[src/rtl/disp_mux.sv]
// Eight-digit seven-segment display driver: an 8-entry frame buffer written by the
// calculator core, scanned one common-anode digit at a time, with an "Error" banner latch.
module disp_mux #(
  parameter int REFRESH_DIV = 50000
) (
  input  logic       clock,
  input  logic       reset,
  input  logic [1:0] status,
  input  logic [3:0] data,
  input  logic [3:0] pos,
  output logic [7:0] an,
  output logic [7:0] seg
);

  localparam int CNT_W = (REFRESH_DIV > 2) ? $clog2(REFRESH_DIV) : 1;
  localparam logic [CNT_W-1:0] CNT_LAST = CNT_W'(REFRESH_DIV - 1);

  localparam logic [1:0] ST_ERROR = 2'b00;
  localparam logic [1:0] ST_BUSY  = 2'b01;
  localparam logic [1:0] ST_READY = 2'b10;
  localparam logic [1:0] ST_PRINT = 2'b11;

  localparam logic [7:0] SEG_BLANK = 8'hFF;
  localparam logic [7:0] SEG_E     = 8'h86;
  localparam logic [7:0] SEG_R     = 8'hAF;
  localparam logic [7:0] SEG_O     = 8'hA3;

  logic [CNT_W-1:0] r_div_cnt;
  logic [2:0]       r_idx;
  logic [1:0]       r_prev_status;
  logic             r_err;
  logic [7:0]       r_an;
  logic [7:0]       r_seg;

  logic             w_write;
  logic             w_clear;
  logic             w_tick;
  logic [31:0]      w_digits;
  logic [7:0]       w_blank;
  logic [3:0]       w_cur_digit;
  logic             w_cur_blank;
  logic [7:0]       w_seg_next;

  assign w_write = (status == ST_PRINT) && !pos[3];
  assign w_clear = (status == ST_BUSY) && (r_prev_status != ST_BUSY);
  assign w_tick  = (r_div_cnt == CNT_LAST);

  // Active-low digit patterns, dp bit kept off.
  function automatic logic [7:0] decode_digit(input logic [3:0] d);
    logic [7:0] s;
    s = SEG_BLANK;
    case (d)
      4'd0: s = 8'hC0;
      4'd1: s = 8'hF9;
      4'd2: s = 8'hA4;
      4'd3: s = 8'hB0;
      4'd4: s = 8'h99;
      4'd5: s = 8'h92;
      4'd6: s = 8'h82;
      4'd7: s = 8'hF8;
      4'd8: s = 8'h80;
      4'd9: s = 8'h90;
      default: s = SEG_BLANK;
    endcase
    return s;
  endfunction

  // "Error" spelled across positions 4..0, upper three positions dark.
  function automatic logic [7:0] banner_glyph(input logic [2:0] p);
    logic [7:0] s;
    s = SEG_BLANK;
    case (p)
      3'd4: s = SEG_E;
      3'd3: s = SEG_R;
      3'd2: s = SEG_R;
      3'd1: s = SEG_O;
      3'd0: s = SEG_R;
      default: s = SEG_BLANK;
    endcase
    return s;
  endfunction

  genvar gi;
  generate
    for (gi = 0; gi < 8; gi++) begin : g_entry
      logic [3:0] r_digit;
      logic       r_blank;

      always_ff @(posedge clock or posedge reset) begin
        if (reset) begin
          r_digit <= '0;
          r_blank <= 1'b1;
        end else if (w_clear) begin
          r_blank <= 1'b1;
        end else if (w_write && (pos[2:0] == 3'(gi))) begin
          r_digit <= data;
          r_blank <= (data > 4'd9);
        end
      end

      assign w_digits[gi*4 +: 4] = r_digit;
      assign w_blank[gi]         = r_blank;
    end
  endgenerate

  always_ff @(posedge clock or posedge reset) begin
    if (reset) begin
      r_div_cnt <= '0;
      r_idx     <= '0;
    end else if (w_tick) begin
      r_div_cnt <= '0;
      r_idx     <= r_idx + 3'd1;
    end else begin
      r_div_cnt <= r_div_cnt + CNT_W'(1);
    end
  end

  always_ff @(posedge clock or posedge reset) begin
    if (reset) begin
      r_prev_status <= ST_READY;
      r_err         <= 1'b0;
    end else begin
      r_prev_status <= status;
      if (status == ST_ERROR) r_err <= 1'b1;
    end
  end

  assign w_cur_digit = w_digits[{r_idx, 2'b00} +: 4];
  assign w_cur_blank = w_blank[r_idx];

  always_comb begin
    w_seg_next = SEG_BLANK;
    if (r_err) begin
      w_seg_next = banner_glyph(r_idx);
    end else if (!w_cur_blank) begin
      w_seg_next = decode_digit(w_cur_digit);
    end
  end

  always_ff @(posedge clock or posedge reset) begin
    if (reset) begin
      r_an  <= 8'hFF;
      r_seg <= SEG_BLANK;
    end else begin
      r_an  <= ~(8'd1 << r_idx);
      r_seg <= w_seg_next;
    end
  end

  assign an  = r_an;
  assign seg = r_seg;

endmodule

[config.mk]
export PLATFORM = sky130hd
export DESIGN_NAME = disp_mux
export DESIGN_NICKNAME = d
export VERILOG_FILES = /design/src/rtl/disp_mux.sv
export SDC_FILE = /design/constraint.sdc
export NUM_CORES = 1
export LEC_CHECK = 0
export CAP_MARGIN = 20
export CORE_AREA = 2 2 83 85
export DETAILED_ROUTE_END_ITERATION = 10
export DIE_AREA = 0 0 85 87
export GPL_ROUTABILITY_DRIVEN = 0
export HOLD_SLACK_MARGIN = 0.08
export PLACE_DENSITY = 0.77
export SLEW_MARGIN = 15
export SYNTH_ARGS = -nofsm -noshare
export SYNTH_HDL_FRONTEND = slang
export SYNTH_SLANG_ARGS = --single-unit
[constraint.sdc]
create_clock -name clock -period 2.9 [get_ports clock]
set_input_delay 0.725 -clock clock [delete_from_list [all_inputs] [get_ports clock]]
set_output_delay 0.725 -clock clock [all_outputs]
set_load 0.02 [all_outputs]
# [Word-level counts from Yosys, hierarchy flattened]
# Memories as Yosys holds them, arrays and structs flattened.
# Index checks and enable logic that the tools add are counted.
[op_classes] n_reduce_logical=31 n_eq_ne=15 n_shift=2 div_mod_pow=0 addsub=2 bitwise=2 n_lt_le_gt_ge=2 mux=22 mul=0
[ops] cell="32-bit by 6-bit variable part select with 4-bit output" count=1
[ops] cell="7-bit one-hot mux with 3 select lines" count=1
[ops] cell="1-bit two-way mux" count=17
[ops] cell="16-bit by 1-bit adder with 16-bit output (second input constant)" count=1
[ops] cell="16-bit == test (second input constant)" count=1
[ops] cell="16-bit two-way mux" count=1
[ops] cell="8-bit two-way mux" count=2
[ops] cell="2-bit AND reduction" count=8
[ops] cell="2-bit nonzero test" count=8
[ops] cell="3-bit == test (second input constant)" count=5
[ops] cell="3-bit by 2-bit == test with 1-bit output (second input constant)" count=4
[ops] cell="1-bit logical AND" count=10
[ops] cell="8-bit NOT" count=1
[ops] cell="1-bit by 3-bit << shifter with 8-bit output (first input constant)" count=1
[ops] cell="3-bit by 1-bit == test with 1-bit output (second input constant)" count=2
[ops] cell="3-bit zero test" count=2
[ops] cell="4-bit > comparator (second input constant)" count=1
[ops] cell="3-bit by 4-bit less-than comparator with 1-bit output (second input constant)" count=1
[ops] cell="3-bit by 1-bit adder with 3-bit output (second input constant)" count=1
[ops] cell="1-bit binary-select mux with 3-bit select" count=1
[ops] cell="3-bit OR reduction" count=1
[ops] cell="2-bit by 1-bit == test with 1-bit output (second input constant)" count=1
[ops] cell="2-bit == test (second input constant)" count=1
[ops] cell="2-bit zero test" count=1
[ops] cell="other kinds (3)" count=3
[word_totals] input_bits=12 mem_bits_ro=112 wordCells=99 register_bits=78 latch_bits=0 memories=1 ramBits=0
[mem_list] memory="(no name shown)" words=16 word_bits=7 rd=1 rd_clocked_by_memory_dff=0 wr=0 line="52" source="case (d)"

# [Depth between registers and ports, before layout]
[depth] depth_word=5 mapped_depth=9

# [Least setup slack after synthesis]
# Ideal clock, no wire load.
[synth_path] path_kind="reg-to-reg" from="register r_idx[1]" to="register r_seg[6], in the netlist seg[6]" stages_incl_launch_ff=9 arrival_time_ps=2108 setup_slack_ps=699 required_ps=2807 cell_sequence="dfrtp_1 > buf_6 > mux4_1 > mux2i_4 > inv_2 > ha_1 > or2_1 > nor3b_1 > o31ai_1"
[synth_via] elab_chain_len=4 elab_cells_between_ends=13 classes_between="4 x eq/ne; 1 x shift; 5 x mux; 2 x reduce/logical; 1 x memory"
[synth_lines] element="from (decl)" line="29" source="logic [2:0] r_idx;"
[synth_lines] element="from (signal assigned)" line="112" source="r_idx <= r_idx + 3'd1;"
[synth_lines] element="32-bit by 6-bit variable part select with 4-bit output, or another cell as far along" line="128" source="assign w_cur_digit = w_digits[{r_idx, 2'b00} +: 4];"
[synth_lines] element="memory 16 x 7 bit, or another cell as far along"
[synth_lines] element="8-bit two-way mux or 7-bit one-hot mux with 3 select lines (tied branches)" line="135, 72"
[synth_lines] element="8-bit two-way mux (*)" line="133" source="if (r_err) begin"
[synth_lines] element="via w_seg_next[6]" line="42" source="logic [7:0] w_seg_next;"
[synth_lines] element="to (signal assigned)" line="146" source="r_seg <= w_seg_next;"
[synth_lines] element="to (decl)" line="33" source="logic [7:0] r_seg;"
# The timed path passes the listed nets; every way through them passes the cells marked *. The select of a mux whose other input is x is not followed.
# A chain may end at the register's enable or synchronous reset.

# [Worst setup path after layout]
[layout_path] from="register r_idx[1]" to="register r_seg[2], in the netlist seg[2]"
# The elaborated chain is that of the path after synthesis.

==> impl_metrics.json <==
{
  "status": "finished clean",
  "synth_common_cells": "53 x dfrtp_1, 24 x dfstp_2, 21 x nand2_1, 18 x mux2_2",
  "hold_class": "reg2reg",
  "yosysSeqAreaShare": 0.536,
  "syn_inst": 280,
  "maxCapViolations": 0,
  "die_area_um2": 7400,
  "crit_required_ns": 3.15,
  "hold_viol_final": 0,
  "ir_drop_mv": 0.482,
  "placed_cells": 387,
  "finalInstanceArea_um2": 4300,
  "cts_tree": "done",
  "place_area_um2": 4040,
  "ys_ff_latch": 77,
  "critPathArrivalTime_ns": 2.74,
  "muxShareOfSynthArea": 0.205,
  "antenna_left": 0,
  "leakage_nw": 1.85,
  "postCtsSetupRepairBufs": 0,
  "grt_pass1_vias": 2223,
  "die_w_um": 85,
  "layout.nets": 342,
  "grt_first_pass_wirelength_mm": 11.1,
  "num_io_pins": 28,
  "cts_made_buffers": 9,
  "wl_per_cell_um": 16.3,
  "synth_cell_types": 44,
  "yosysWarnings": 0,
  "finalClockSkew_ns": 0.00985,
  "grt.total_usage": 0.197,
  "numClockSinks": 77,
  "syn_area_um2": 3650,
  "synth_top_area_share": 0.364,
  "setup_viol": 0,
  "ys_async_sr_fraction": 1.00,
  "crit_chain": "buf_4 -> mux4_1 -> mux2i_4 -> a21oi_2 -> nor3_4 -> o221ai_1",
  "synth_top_family_by_area": "multiplexers",
  "max_freq_ghz": 0.401,
  "dr.pass1.iters": 4,
  "synth_compound_area_frac": 0.0398,
  "regArea_um2": 1960,
  "synth.net_count": 304,
  "die_h_um": 87,
  "crit_path_end_kind": "flop",
  "startpoint_type": "flop",
  "via_count": 2307,
  "yosys.area_share.adder": 0.0412,
  "synthSimpleGateAreaFrac": 0.119,
  "synth_xor_area_frac": 0.0384,
  "syn2layout_area_growth_pct": 17.8,
  "ctsHoldBuffers": 0,
  "clkLatencyLatePin_ns": 0.35,
  "routed_wl_mm": 6.57,
  "fillers": 492,
  "grt_remaining_overflow": 0,
  "synthTopCellsByArea": "dfrtp_1 36%, dfstp_2 17%, mux2_2 5.6%, mux2_1 5.2%, ha_1 4.1%",
  "drc_errors": 0,
  "core.rowCount": 30,
  "synth_edf_count": 0,
  "ys.flop_type": "dfrtp_1",
  "htree_levels": 3,
  "drive_above_1_share": 0.254,
  "yosysTopAreaCell": "dfrtp_1",
  "tightest_slew_ns": 0.734,
  "clk_pin_slew_worst_paths_ns": 0.07,
  "start_util": 0.555,
  "numPortBuffers": 26,
  "multi_input_comb_area_um2": 1620,
  "crit_buf_inv": 1,
  "slowest_delay_ns": 0.63,
  "max-clock-path-buffers": 2,
  "grt_max_degree": 45,
  "crit_family": "multiplexers",
  "routed_via_density": 5.72,
  "min_period_over_period": 0.859,
  "fin_cells": 403,
  "diodes": 0,
  "antenna_found_initial": 0,
  "synth_most_common_cell": "dfrtp_1",
  "drtIter0Drc": 122,
  "ctsResizeCount": 0,
  "crit_type": "reg2reg",
  "avgSynthCellArea_um2": 13.0,
  "slowest_stage": "mux4_1",
  "relSlewSlack": 0.506,
  "hpwlAfterDp_mm": 4.63,
  "power_mw": 2.56,
  "critPathMaxFanout": 10,
  "core_area_um2": 6570,
  "root_buffer": "clkbuf_8",
  "rsz0062_at_grt": "false",
  "power_density_nw_per_um2": 596,
  "tns_ns": 0,
  "period_minus_slack_ns": 2.49,
  "slew_violations": 0
}
-- worst paths after layout --
kind	start	to	slack, ns	depth (start not counted)
setup / recovery	r_idx[1]$_DFFE_PP0N_	seg[2]$_DFF_PP1_	0.41	6
hold / removal	g_entry[5].r_digit[2]$_DFFE_PP0P_	g_entry[5].r_digit[2]$_DFFE_PP0P_	0.48	1
setup reg to reg	r_idx[1]$_DFFE_PP0N_	seg[2]$_DFF_PP1_	0.41	6
min in group asynchronous	reset	r_err$_DFFE_PP0N_	0.69	2
hold reg to reg	g_entry[5].r_digit[2]$_DFFE_PP0P_	g_entry[5].r_digit[2]$_DFFE_PP0P_	0.48	1
max in group asynchronous	reset	g_entry[1].r_blank$_DFFE_PP1P_	1.57	3
-- final cells by class --
class | instances | area share
inverter | 10 | 0.00873
clock buffer | 10 | 0.0297
tap | 80 | 0.0233
clock inverter | 6 | 0.0314
timing repair buffer | 32 | 0.0739
multi-input combinational | 188 | 0.378
sequential | 77 | 0.455
-- state kept, by name (all words and copies together) (netlist names) --
name             count
r_idx                3
seg                  7
r_prev_status        2
g_entry.r_digit     32
g_entry.r_blank      8
r_err                1
an                   8
r_div_cnt           16
-- kinds of logic (layout without fill, tap and decap cells) --
| family | after synthesis | in the layout |
|---|---|---|
| adder cells (fa/ha/maj) | 12 | 12 |
| other | 1 | 1 |
| multiplexers | 52 | 52 |
| flip-flops | 77 | 77 |
| buffers and inverters | 15 | 58 |
| AND/OR/NAND/NOR | 81 | 81 |
| XOR/XNOR | 16 | 16 |
| AO/OA/AOI/OAI | 26 | 26 |
-- layer usage --
| layer | track usage | part of all wire | vias to the layer above |
|---|---|---|---|
| li1 | - | - | 1070 |
| met1 | 0.261 | 0.45 | 1176 |
| met2 | 0.310 | 0.49 | 57 |
| met3 | 0.0588 | 0.049 | 4 |
| met4 | 0.0722 | 0.0078 | 0 |
| met5 | 0 | 0 | - |
-- cells in the final DEF, fill, tap and decap left out, types with 3 or more instances in the layout --
master	instances
mux2i_4	3
clkbuf_8	9
o21ai_0	9
mux4_1	5
nor3b_2	3
dfrtp_1	53
xor2_1	6
mux2i_1	3
inv_1	6
nor2_1	17
nor2b_1	3
clkdlybuf4s50_1	26
nand3_1	11
and3_1	5
xnor2_1	10
ha_1	12
dfstp_2	24
mux2_2	18
o21ai_1	3
bufinv_16	4
mux4_2	5
inv_2	4
buf_4	5
nor3_1	7
mux2_1	17
nand2_1	21
a21oi_1	9
-- through the flow --
step | setup slack [ns] | util | hold WS (ns)
final | 0.409 | 0.654 | 0.485
after CTS | 0.406 | 0.654 | 0.488
after detailed placement | 0.309 | 0.614 | 0.471
after global placement | 0.354 | 0.614 | 0.464
after floorplan | 0.248 | - | 0.448
after global routing | 0.273 | 0.654 | 0.499
-- power by group --
part	switching [mW]	internal, mW	total (mW)
clock	0.384	0.659	1.04
sequential	0.0448	1.17	1.22
combinational	0.147	0.154	0.302
(Power assumes the default switching activity.)
